==> src/rtl/stb_blink_multi_if.sv <==
// Handshake bundle for stb_blink_multi.
//   mode  : behaviour select, sampled by a channel when it leaves idle
//   stb   : per-channel single-cycle event strobes
//   blink : per-channel registered LED drive
//   busy  : per-channel registered "not idle" flag
// master drives mode/stb (event source side); slave is the blinker.
interface stb_blink_multi_if #(
    parameter int unsigned CHANNELS = 4
) ();
    logic [1:0]          mode;
    logic [CHANNELS-1:0] stb;
    logic [CHANNELS-1:0] blink;
    logic [CHANNELS-1:0] busy;

    modport master (
        output mode,
        output stb,
        input  blink,
        input  busy
    );

    modport slave (
        input  mode,
        input  stb,
        output blink,
        output busy
    );
endinterface

==> src/rtl/stb_blink_multi.sv <==
// Multi-channel strobe-to-LED pulse generator. Each channel runs its own
// IDLE/ON/OFF machine and turns single-cycle strobes into visible blinks.
// Behaviour per channel is picked by bus.mode when the channel starts:
//   0 retriggerable stretch, 1 one-shot, 2 fixed pulse train,
//   3 event-counting blink (one blink per queued strobe).
// Ports:
//   clk : clock
//   rst : synchronous, active-high reset (aborts all channels)
//   bus : slave modport -- mode/stb in, registered blink/busy out
module stb_blink_multi #(
    parameter int unsigned CHANNELS = 4,
    parameter int unsigned COUNT    = 120000,
    parameter int unsigned GAP      = 120000,
    parameter int unsigned PULSES   = 3,
    parameter int unsigned PEND_MAX = 15
) (
    input logic               clk,
    input logic               rst,
    stb_blink_multi_if.slave  bus
);

    localparam int unsigned CntMax = (COUNT > GAP) ? COUNT : GAP;
    localparam int unsigned CntW   = $clog2(CntMax + 1);
    localparam int unsigned PlftW  = $clog2(PULSES + 1);
    localparam int unsigned PendW  = $clog2(PEND_MAX + 1);

    localparam logic [CntW-1:0]  CountLd = CntW'(COUNT - 1);
    localparam logic [CntW-1:0]  GapLd   = CntW'(GAP - 1);
    localparam logic [PlftW-1:0] PlftLd  = PlftW'(PULSES - 1);
    localparam logic [PendW-1:0] PendSat = PendW'(PEND_MAX);

    typedef enum logic [1:0] {
        StIdle = 2'd0,
        StOn   = 2'd1,
        StOff  = 2'd2
    } state_e;

    state_e           state_q [CHANNELS];
    state_e           state_d [CHANNELS];
    logic [CntW-1:0]  cnt_q   [CHANNELS];
    logic [CntW-1:0]  cnt_d   [CHANNELS];
    logic [1:0]       lmode_q [CHANNELS];
    logic [1:0]       lmode_d [CHANNELS];
    logic [PlftW-1:0] plft_q  [CHANNELS];
    logic [PlftW-1:0] plft_d  [CHANNELS];
    logic [PendW-1:0] pend_q  [CHANNELS];
    logic [PendW-1:0] pend_d  [CHANNELS];
    logic             pend_inc [CHANNELS];
    logic             pend_dec [CHANNELS];

    logic [CHANNELS-1:0] blink_q, blink_d;
    logic [CHANNELS-1:0] busy_q, busy_d;

    always_comb begin
        blink_d = '0;
        busy_d  = '0;
        for (int i = 0; i < CHANNELS; i++) begin
            state_d[i]  = state_q[i];
            cnt_d[i]    = cnt_q[i];
            lmode_d[i]  = lmode_q[i];
            plft_d[i]   = plft_q[i];
            pend_d[i]   = pend_q[i];
            pend_inc[i] = 1'b0;
            pend_dec[i] = 1'b0;

            unique case (state_q[i])
                StIdle: begin
                    if (bus.stb[i]) begin
                        lmode_d[i] = bus.mode;
                        cnt_d[i]   = CountLd;
                        plft_d[i]  = PlftLd;
                        pend_d[i]  = '0;
                        state_d[i] = StOn;
                    end
                end
                StOn: begin
                    if (cnt_q[i] != '0) begin
                        cnt_d[i] = cnt_q[i] - 1'b1;
                    end else begin
                        unique case (lmode_q[i])
                            2'd2: begin
                                if (plft_q[i] == '0) begin
                                    state_d[i] = StIdle;
                                end else begin
                                    plft_d[i]  = plft_q[i] - 1'b1;
                                    cnt_d[i]   = GapLd;
                                    state_d[i] = StOff;
                                end
                            end
                            2'd3: begin
                                cnt_d[i]   = GapLd;
                                state_d[i] = StOff;
                            end
                            default: state_d[i] = StIdle;
                        endcase
                    end
                    // Strobe handling overrides the expiry decision above, so a
                    // mode-0 strobe on the last ON cycle keeps the channel lit.
                    if (bus.stb[i]) begin
                        if (lmode_q[i] == 2'd0) begin
                            cnt_d[i]   = CountLd;
                            state_d[i] = StOn;
                        end else if (lmode_q[i] == 2'd3) begin
                            pend_inc[i] = 1'b1;
                        end
                    end
                end
                StOff: begin
                    if (cnt_q[i] != '0) begin
                        cnt_d[i] = cnt_q[i] - 1'b1;
                    end else if (lmode_q[i] == 2'd2) begin
                        cnt_d[i]   = CountLd;
                        state_d[i] = StOn;
                    end else if (lmode_q[i] == 2'd3 && pend_q[i] != '0) begin
                        pend_dec[i] = 1'b1;
                        cnt_d[i]    = CountLd;
                        state_d[i]  = StOn;
                    end else begin
                        state_d[i] = StIdle;
                    end
                    if (bus.stb[i] && lmode_q[i] == 2'd3) begin
                        pend_inc[i] = 1'b1;
                    end
                end
                default: state_d[i] = StIdle;
            endcase

            // A strobe landing on the cycle a queued event is consumed cancels
            // out, even when the counter is already saturated.
            if (pend_inc[i] && !pend_dec[i]) begin
                pend_d[i] = (pend_q[i] == PendSat) ? PendSat : pend_q[i] + 1'b1;
            end else if (pend_dec[i] && !pend_inc[i]) begin
                pend_d[i] = pend_q[i] - 1'b1;
            end

            blink_d[i] = (state_d[i] == StOn);
            busy_d[i]  = (state_d[i] != StIdle);
        end
    end

    always_ff @(posedge clk) begin
        if (rst) begin
            for (int i = 0; i < CHANNELS; i++) begin
                state_q[i] <= StIdle;
                cnt_q[i]   <= '0;
                lmode_q[i] <= '0;
                plft_q[i]  <= '0;
                pend_q[i]  <= '0;
            end
            blink_q <= '0;
            busy_q  <= '0;
        end else begin
            for (int i = 0; i < CHANNELS; i++) begin
                state_q[i] <= state_d[i];
                cnt_q[i]   <= cnt_d[i];
                lmode_q[i] <= lmode_d[i];
                plft_q[i]  <= plft_d[i];
                pend_q[i]  <= pend_d[i];
            end
            blink_q <= blink_d;
            busy_q  <= busy_d;
        end
    end

    assign bus.blink = blink_q;
    assign bus.busy  = busy_q;

endmodule
==> src/flat_wrapper.sv <==
// flat-port wrapper written by rule: the top's interface ports become plain ports
module stb_blink_multi_flat 
#(
    parameter int unsigned CHANNELS = 4,
    parameter int unsigned COUNT    = 120000,
    parameter int unsigned GAP      = 120000,
    parameter int unsigned PULSES   = 3,
    parameter int unsigned PEND_MAX = 15
)
  (clk, rst, bus_mode, bus_stb, bus_blink, bus_busy);
  stb_blink_multi_if #(.CHANNELS(CHANNELS)) bus_i ();
  input logic clk;
  input logic rst;
  input wire logic [$bits(bus_i.mode)-1:0] bus_mode;
  input wire logic [$bits(bus_i.stb)-1:0] bus_stb;
  output wire logic [$bits(bus_i.blink)-1:0] bus_blink;
  output wire logic [$bits(bus_i.busy)-1:0] bus_busy;
  assign bus_i.mode = bus_mode;
  assign bus_i.stb = bus_stb;
  assign bus_blink = bus_i.blink;
  assign bus_busy = bus_i.busy;
  stb_blink_multi #(.CHANNELS(CHANNELS), .COUNT(COUNT), .GAP(GAP), .PULSES(PULSES), .PEND_MAX(PEND_MAX)) u_core (.clk(clk), .rst(rst), .bus(bus_i));
endmodule
==> config.mk <==
export PLATFORM = sky130hd
export DESIGN_NAME = stb_blink_multi_flat
export DESIGN_NICKNAME = d
export VERILOG_FILES = /design/src/rtl/stb_blink_multi_if.sv /design/src/rtl/stb_blink_multi.sv /design/src/flat_wrapper.sv
export SDC_FILE = /design/constraint.sdc
export NUM_CORES = 1
export LEC_CHECK = 0
export CAP_MARGIN = 5
export CORE_MARGIN = 4
export CORE_UTILIZATION = 63
export CTS_CLUSTER_SIZE = 30
export DETAILED_ROUTE_END_ITERATION = 10
export HOLD_SLACK_MARGIN = 0.06
export PLACE_DENSITY = 0.81
export SLEW_MARGIN = 15
export SYNTH_ARGS = -nofsm -noshare
export SYNTH_HDL_FRONTEND = slang
export SYNTH_SLANG_ARGS = --single-unit
==> constraint.sdc <==
create_clock -name clk -period 2.45 [get_ports clk]
set_input_delay 0.3675 -clock clk [delete_from_list [all_inputs] [get_ports clk]]
set_output_delay 0.3675 -clock clk [all_outputs]
set_load 0.03 [all_outputs]
# ---- Word-level counts from Yosys, hierarchy flattened
# Memory sizes are Yosys's and may differ from the RTL's.
# Index checks and enable logic that the tools add are counted.
# Widths: inputs -> output; s select.
dict set report totals {
  ff_bits 8
  ramBits 108
  output_inout_bits 8
  word_cells 302
  mem_count 5
}
dict set report op_classes {
  n_addsub 16
  n_eq_ne 24
  muxes 187
  bitwise_logic 20
  n_reduce_logical 48
}
# memory words word_bits read_ports rd_ports_with_merged_regs wr line
set mem_list {}
lappend mem_list {u_core.cnt_q 4 17 4 0 4 stb_blink_multi.sv:40} ;# logic [CntW-1:0] cnt_q [CHANNELS];
lappend mem_list {u_core.pend_q 4 4 4 0 4 stb_blink_multi.sv:46} ;# logic [PendW-1:0] pend_q [CHANNELS];
lappend mem_list {u_core.lmode_q 4 2 4 0 4 stb_blink_multi.sv:42} ;# logic [1:0] lmode_q [CHANNELS];
lappend mem_list {u_core.plft_q 4 2 4 0 4 stb_blink_multi.sv:44} ;# logic [PlftW-1:0] plft_q [CHANNELS];
lappend mem_list {u_core.state_q 4 2 4 0 4 stb_blink_multi.sv:38} ;# state_e state_q [CHANNELS];
# op n
set op_table {}
lappend op_table {{$mux 17} 36}
lappend op_table {{$pmux 17 s3} 4}
lappend op_table {{$pmux 17 s2} 4}
lappend op_table {{$mux 2} 64}
lappend op_table {{$mux 4} 24}
lappend op_table {{$reduce_bool 17->1} 4}
lappend op_table {{$sub 17x1->17 const B} 4}
lappend op_table {{$mux 1} 39}
lappend op_table {{$pmux 2 s2} 8}
lappend op_table {{$eq 2x2->1 const B} 12}
lappend op_table {{$logic_not 2->1} 12}
lappend op_table {{$pmux 2 s3} 4}
lappend op_table {{$or 1x1->1} 20}
lappend op_table {{$add 4x1->4 const B} 4}
lappend op_table {{$eq 2x1->1 const B} 8}
lappend op_table {{$eq 4x4->1 const B} 4}
lappend op_table {{$logic_and 1x1->1} 16}
lappend op_table {{$reduce_bool 4->1} 4}
lappend op_table {{$sub 4x1->4 const B} 4}
lappend op_table {{$logic_not 1->1} 8}
lappend op_table {{$pmux 1 s2} 4}
lappend op_table {{$reduce_bool 2->1} 4}
lappend op_table {{$sub 2x1->2 const B} 4}

# ---- Longest topological paths before layout
# Gate-level depths: netlist of the first run.
# An unclocked memory read counts as a cell.
dict set report depth {
  word_depth 11
  mapped_depth 10
  mapped_depth_nobuf 8
}

# ---- Worst setup path after synthesis of the first run
# Ideal clock, no wire load.
dict set report synth_timing {
  kind {flip-flop to flip-flop}
  startpoint {memory u_core.cnt_q[0][51] in the netlist's numbering}
  endpoint {memory u_core.plft_q[3][0] in the netlist's numbering}
  setup_time_ps 128
  t_arrival_ps 2082
  required_ps 2322
  setup_slack_ps 240
  stages_incl_launch_ff 10
  n_path_buf 1
  synth_period_minus_slack_ps 2210
  path_cell_list {dfxtp_1 > inv_1 > ha_1 > nor4b_2 > nand4_2 > buf_6 > or4_4 > a211oi_4 > mux2i_1 > nor2_1}
}
# item line
set synth_rtl {}
lappend synth_rtl {{start, declared} stb_blink_multi.sv:40}
lappend synth_rtl {{end, declared} stb_blink_multi.sv:44}

==> results.py, run 1 <==
metrics = {
    "sta": {
        "fin_ws_ns": 0.146,
        "post-route-period-util_pct": 94.1,
        "drv_slew": 0,
        "skew_ns": 0.00733,
        "fmax_mhz": 434,
        "finalSetupViolations": 0,
        "min_period_ns": 2.30,
        "tightest_slew_ns": 0.580,
        "max_slew_margin_pct": 61.3,
        "hold_viol_final": 0,
    },
    "global_routing": {
        "gr-usage-met3_pct": 6.50,
        "grt_pass1_vias": 7312,
        "track_usage_pct": 28.0,
        "grt_pass1_wl_um": 34000,
        "met2_usage_pct": 45.8,
        "grt_overflow_total": 0,
        "grtUsageMet1_pct": 36.1,
        "grt_busiest_layer": "met2",
        "grt_max_degree": 61,
        "antenna_found_initial": 0,
    },
    "power": {
        "pwr-share-comb_pct": 22.7,
        "seqPwrFrac_pct": 38.5,
        "pwr-share-clk_pct": 38.8,
        "swShare_pct": 31.2,
        "switchingPower_mw": 1.79,
        "total_leakage_power_nw": 3.45,
        "p_int_mw": 3.95,
        "peakVddDrop_uv": 510,
        "cellPowerDensity_nw_per_um2": 639,
    },
    "layout": {
        "drive_gt1_share_pct": 12.5,
        "area_growth_pct": 14.5,
        "diodes": 0,
        "nNetsFinal": 1111,
        "fin_cells": 1245,
    },
    "synthesis": {
        "synth_cells": 1030,
        "synthMuxAreaShare_pct": 1.69,
        "synth_compound_area_share_pct": 26.0,
        "yosysWarnings": 0,
        "synth_enable_flop_cells": 0,
        "seq_area_frac_synth_pct": 29.5,
        "synth_top_family_by_area": "simple AND/OR/NAND/NOR gates",
        "ys.flop_type": "dfxtp_1",
        "ys_types": 85,
        "ys_async_sr_fraction_pct": 0,
        "ys_ff_latch": 116,
        "syn-cell-area_um2": 7860,
        "synth_xor_area_share_pct": 2.01,
        "synth.area.top_cells": "dfxtp_1 30%, a21oi_1 6.2%, ha_1 6.0%",
        "syn_nets": 1076,
        "post_synth.cell_area_avg_um2": 7.63,
        "synth_top_cell_area_share_pct": 29.5,
        "synth_fa_ha_area_share_pct": 6.05,
        "synth-simple-area-share_pct": 29.2,
        "yosysMostFrequentCell": "dfxtp_1",
        "synth_top_cell_by_area": "dfxtp_1",
        "ys_top_cells_by_count": "116 x dfxtp_1, 99 x nor2_1, 98 x a21oi_1, 79 x o21ai_0, 69 x nand2_1",
    },
    "floorplan": {
        "dieHeight_um": 120,
        "num_rows": 40,
        "ioPinCount": 16,
        "dieArea_um2": 14300,
        "die_w_um": 120,
        "start_util_pct": 64.9,
        "coreArea_um2": 12100,
    },
    "clock_network": {
        "cts_tree": "yes",
        "clock_path_buffers": 2,
        "clkLatencyLatePin_ns": 0.42,
        "cts-root-buf": "clkbuf_16",
        "cts_hold_buffers": 0,
        "cts_made_buffers": 17,
        "path_clk_slew_ns": 0.05,
        "htreeDepth": 4,
        "cts.sinks": 116,
    },
    "detailed_routing": {
        "first_iter_violations": 834,
        "dr.pass1.iters": 6,
        "vias": 7899,
        "wire_per_inst_um": 15.9,
        "drc": 0,
        "viasPerCell": 6.34,
        "antenna_left": 0,
        "drt_wl_total_um": 19800,
    },
    "critical_path": {
        "critPathSlowestCell": "or4_4",
        "worst_ep_required_time_ns": 2.77,
        "crit_type": "reg2reg",
        "slowest_delay_ns": 0.49,
        "cp-start-kind": "flop",
        "worstPathMaxFanout": 6,
        "path_cells": "inv_1 > ha_1 > nor4b_2 > nand4_2 > or4_4 > a211oi_4 > nor2_1 > a311oi_1",
        "arrival_ns": 2.63,
        "endpoint_kind": "flop",
    },
    "placed_design": {
        "dpl.hpwl_um": 13500,
        "dp_cells": 1212,
        "gp_congestion": 0.906,
        "dp_slack_ns": 0.120,
        "port_buffers": 15,
    },
    "job": {
        "drv_cap": 0,
    },
    "outcome": {
        "status": "finished clean",
    },
    "min_path": {
        "hold_class": "in2reg",
    },
}
sequential cells by signal (all words and copies together), names as in the netlist:
signal,flops
u_core.state_q,8
u_core.plft_q,8
u_core.bus.busy,4
u_core.lmode_q,8
u_core.pend_q,16
u_core.bus.blink,4
u_core.cnt_q,68
final timing paths:
kind	from	to	slack [ns]	cells past startpoint
min reg2reg	u_core.plft_q[0][0]$_SDFFE_PP0P_	u_core.plft_q[0][0]$_SDFFE_PP0P_	0.45	2
max	u_core.cnt_q[0][52]$_SDFFE_PP0P_	u_core.plft_q[3][1]$_SDFFE_PP0P_	0.15	8
max reg2reg	u_core.cnt_q[0][52]$_SDFFE_PP0P_	u_core.plft_q[3][1]$_SDFFE_PP0P_	0.15	8
min	rst	u_core.cnt_q[0][47]$_SDFFE_PP0P_	0.39	3
metrics by stage:
step | utilization, % | total power [mW] | instance area, µm² | TNS [ns] | hold slack (ns)
final | 74.3 | 5.75 | 9000 | 0 | 0.387
after global routing | 74.3 | 6.03 | 9000 | -0.0207 | 0.413
after CTS | 73.9 | 5.75 | 8950 | 0 | 0.385
after detailed placement | 69.6 | 3.51 | 8430 | 0 | 0.445
after global placement | 69.6 | 3.48 | 8430 | 0 | 0.441
after floorplan | - | 3.12 | 7860 | 0 | 0.431
cell families after synthesis:
family,after synthesis
buf+inv,110
flops,116
mux,13
compound gates,319
fa+ha+maj,38
simple gates,416
xor+xnor,18
power by group through the flow:
stage | clock network, mW | logic, mW | registers, mW
floorplan | 0 | 0.904 | 2.22
global placement | 0 | 1.24 | 2.24
detailed placement | 0 | 1.26 | 2.24
CTS | 2.26 | 1.28 | 2.20
global route | 2.35 | 1.45 | 2.23
finish | 2.23 | 1.30 | 2.21
layout make-up:
class,count,area (µm²)
clock buffer,26,499
clock inverter,5,25.0
fill,946,3110
inverter,49,184
multi-input combinational,804,5130
sequential,116,2320
tap,168,210
timing repair buffer,77,623
routing by layer:
metal	share of wire (%)	wire length [µm]
met5	0	0
met4	1.8	351
met3	6.0	1180
met2	47	9370
met1	45	8890
critical path: cells and delay by family (launching register included):
kind,cells,cell delay [ns]
adders and majority gates,1,0.14
and+or+nand+nor,4,1.07
AOI/OAI and AO/OA,2,0.55
DFF,1,0.33
buffers and inverters,1,0.11
placed cells by master (no fill, tap or decap), drive strengths merged, types with 13 or more instances in the layout:
cell           count
o31ai             15
inv               48
o21ai             82
nor4              25
nand2b            13
buf               63
nand3             62
nand2             69
a31oi             15
a21oi             98
ha                38
dfxtp            116
clkbuf            26
nand4             17
clkdlybuf4s50     14
nor3              34
nor2              99
timing repair:
item | CTS | global route
gates resized for setup | 0 | 6
setup endpoints to repair | 0 | 27
setup buffers | 0 | 2
No activity file was read; power rests on OpenSTA's default activity.
==> run 2: changes to the inputs <==
--- a/config.mk
+++ b/config.mk
@@ -12,7 +12,7 @@
 export DETAILED_ROUTE_END_ITERATION = 10
 export HOLD_SLACK_MARGIN = 0.06
 export PLACE_DENSITY = 0.81
-export SLEW_MARGIN = 15
+export SLEW_MARGIN = 20
 export SYNTH_ARGS = -nofsm -noshare
 export SYNTH_HDL_FRONTEND = slang
 export SYNTH_SLANG_ARGS = --single-unit
==> results of run 2 <==
Final layout, timing and power as in run 1 (identical DEF).
==> run 3: changes to the inputs <==
--- a/config.mk
+++ b/config.mk
@@ -7,11 +7,11 @@
 export LEC_CHECK = 0
 export CAP_MARGIN = 5
 export CORE_MARGIN = 4
-export CORE_UTILIZATION = 63
+export CORE_UTILIZATION = 50
 export CTS_CLUSTER_SIZE = 30
 export DETAILED_ROUTE_END_ITERATION = 10
 export HOLD_SLACK_MARGIN = 0.06
-export PLACE_DENSITY = 0.81
+export PLACE_DENSITY = 0.66
 export SLEW_MARGIN = 20
 export SYNTH_ARGS = -nofsm -noshare
 export SYNTH_HDL_FRONTEND = slang
==> run 3 against run 2 <==
Cell count up 3.6%. Sequential cell count unchanged. Clock power up 14%. Non-clock buffer count up 1. Cell area up 1.4%. Via count down 2.4%.
==> results.py, run 3 (synthesis gave the netlist of run 1 again) <==
metrics = {
    "critical_path": {
        "worstReg2RegStart": "u_core.cnt_q[0][52]$_SDFFE_PP0P_",
        "worst_ep_required_time_ns": 2.81,
        "worst-path-buf-inv": 1,
        "cp-start-kind": "flop",
        "crit_start": "u_core.cnt_q[0][52]$_SDFFE_PP0P_",
        "endpoint_kind": "flop",
        "reg2reg_slack_ns": 0.18,
        "critical_path.top_delay_family": "simple AND/OR/NAND/NOR gates",
        "slowest_delay_ns": 0.49,
        "critPathSlowestCell": "or3_1",
        "path_cells": "inv_1 > ha_1 > nor4b_4 > nand4_2 > or3_1 > and4b_1 > o31ai_1 > o311a_1",
        "arrival_ns": 2.63,
        "worstPathMaxFanout": 7,
        "crit_type": "reg2reg",
    },
    "power": {
        "pwr-share-comb_pct": 21.5,
        "switchingPower_mw": 1.85,
        "power_mw": 6.06,
        "cellPowerDensity_nw_per_um2": 664,
        "total_leakage_power_nw": 3.49,
        "peakVddDrop_uv": 554,
        "swShare_pct": 30.5,
        "pwr-share-clk_pct": 41.9,
        "seqPwrFrac_pct": 36.6,
        "p_int_mw": 4.21,
    },
    "layout": {
        "largest_reg_flops": 68,
        "layout_common_cells": "116 x dfxtp_1, 99 x nor2_1, 98 x a21oi_1",
        "multi_input_area_um2": 5140,
        "layout.cells.most_common": "dfxtp_1",
        "fillers": 1377,
        "regArea_um2": 2320,
        "drive_gt1_share_pct": 13.0,
        "nNetsFinal": 1112,
        "reg.largest.list": "u_core.cnt_q x68, u_core.pend_q x16",
        "diodes": 0,
        "area_growth_pct": 16.1,
        "largest_register": "u_core.cnt_q",
    },
    "job": {
        "drv_cap": 0,
    },
    "outcome": {
        "status": "finished clean",
    },
    "clock_network": {
        "cts_hold_buffers": 0,
        "cts_tree": "yes",
        "clock_path_buffers": 2,
        "path_clk_slew_ns": 0.06,
        "cts.sinks": 116,
        "cts-root-buf": "clkbuf_16",
        "clkLatencyLatePin_ns": 0.42,
        "htreeDepth": 4,
        "cts_made_buffers": 17,
    },
    "detailed_routing": {
        "drt_wl_total_um": 20100,
        "first_iter_violations": 639,
        "dr.pass1.iters": 6,
        "viasPerCell": 5.98,
        "wire_per_inst_um": 15.6,
        "drc": 0,
        "vias": 7712,
        "antenna_left": 0,
    },
    "floorplan": {
        "dieHeight_um": 133,
        "coreArea_um2": 15300,
        "ioPinCount": 16,
        "start_util_pct": 51.3,
        "die_w_um": 133,
        "num_rows": 45,
        "dieArea_um2": 17800,
    },
    "min_path": {
        "min_from": "rst",
        "hold_class": "in2reg",
    },
    "sta": {
        "drv_slew": 0,
        "hold_viol_final": 0,
        "hold_ws_ns": 0.286,
        "tightest_slew_ns": 0.551,
        "min_period_ns": 2.27,
        "skew_ns": 0.0103,
        "max_slew_margin_pct": 63.0,
        "fmax_mhz": 440,
        "post-route-period-util_pct": 92.7,
        "finalSetupViolations": 0,
    },
    "global_routing": {
        "grt_pass1_vias": 7032,
        "grt_overflow_total": 0,
        "grt_pass1_wl_um": 33800,
        "grt_max_degree": 46,
        "track_usage_pct": 22.5,
        "antenna_found_initial": 0,
    },
    "placed_design": {
        "dpl.hpwl_um": 14000,
        "port_buffers": 15,
        "gp_congestion": 0.887,
    },
}
run 3: cell types whose count changed in the layout (fill, tap and decap cells not counted), sizes merged:
cell	before	now
clkinv	6	8
buf	63	64
clkinvlp	0	1
bufinv	0	3
clkbuf	26	21
run 3: what timing repair did:
item,in CTS,in global routing
buffers inserted,0,3
endpoints found under the setup margin,0,14
resized for setup,0,7
run 3: area by class of cell:
class	instances	area share, %
Clock buffer	21	5.05
Timing Repair Buffer	78	6.77
Sequential cell	116	25.4
Inverter	49	2.02
Clock inverter	11	1.45
Tap cell	211	2.89
Multi-Input combinational cell	804	56.4
run 3: worst reg2reg max path, delay by kind of cell (launching register included):
family,cells,cell delay [ns]
DFF,1,0.33
and+or+nand+nor,4,1.19
adders and majority gates,1,0.17
AOI/OAI and AO/OA,2,0.43
buffers and inverters,1,0.10
run 3: worst paths after layout:
| check | endpoint | depth (start not counted) |
|---|---|---|
| max reg2reg | u_core.pend_q[3][2]$_SDFFE_PP0P_ | 8 |
| min | u_core.plft_q[3][0]$_SDFFE_PP0P_ | 2 |
| max | u_core.pend_q[3][2]$_SDFFE_PP0P_ | 8 |
| min reg2reg | u_core.plft_q[0][0]$_SDFFE_PP0P_ | 2 |
run 3: power by group through the flow:
stage | clock (mW) | combinational (mW) | sequential (mW)
2_1_floorplan | 0 | 0.904 | 2.22
3_3_place_gp | 0 | 1.26 | 2.24
3_5_place_dp | 0 | 1.27 | 2.25
4_1_cts | 2.59 | 1.29 | 2.21
5_1_grt | 2.68 | 1.44 | 2.24
6_report | 2.54 | 1.30 | 2.21
run 3: layer usage:
layer	GRT usage (%)	wire, µm	part of all wire, %	vias to the layer above
li1	-	-	-	3881
met2	35.5	9320	46	173
met3	5.06	928	4.6	22
met4	6.57	203	1.0	0
met5	0	0	0	-
met1	30.8	9700	48	3636
run 3: metrics by stage:
stage | setup slack (ns) | std cells | TNS, ns | util, % | area (µm²)
2_1_floorplan | 0.240 | 1030 | 0 | - | 7860
4_1_cts | 0.0595 | 1287 | 0 | 59.2 | 9060
3_3_place_gp | 0.179 | 1255 | 0 | 55.3 | 8470
5_1_grt | -0.00801 | 1290 | -0.00801 | 59.6 | 9130
6_report | 0.179 | 1290 | 0 | 59.6 | 9130
3_5_place_dp | 0.127 | 1255 | 0 | 55.3 | 8470
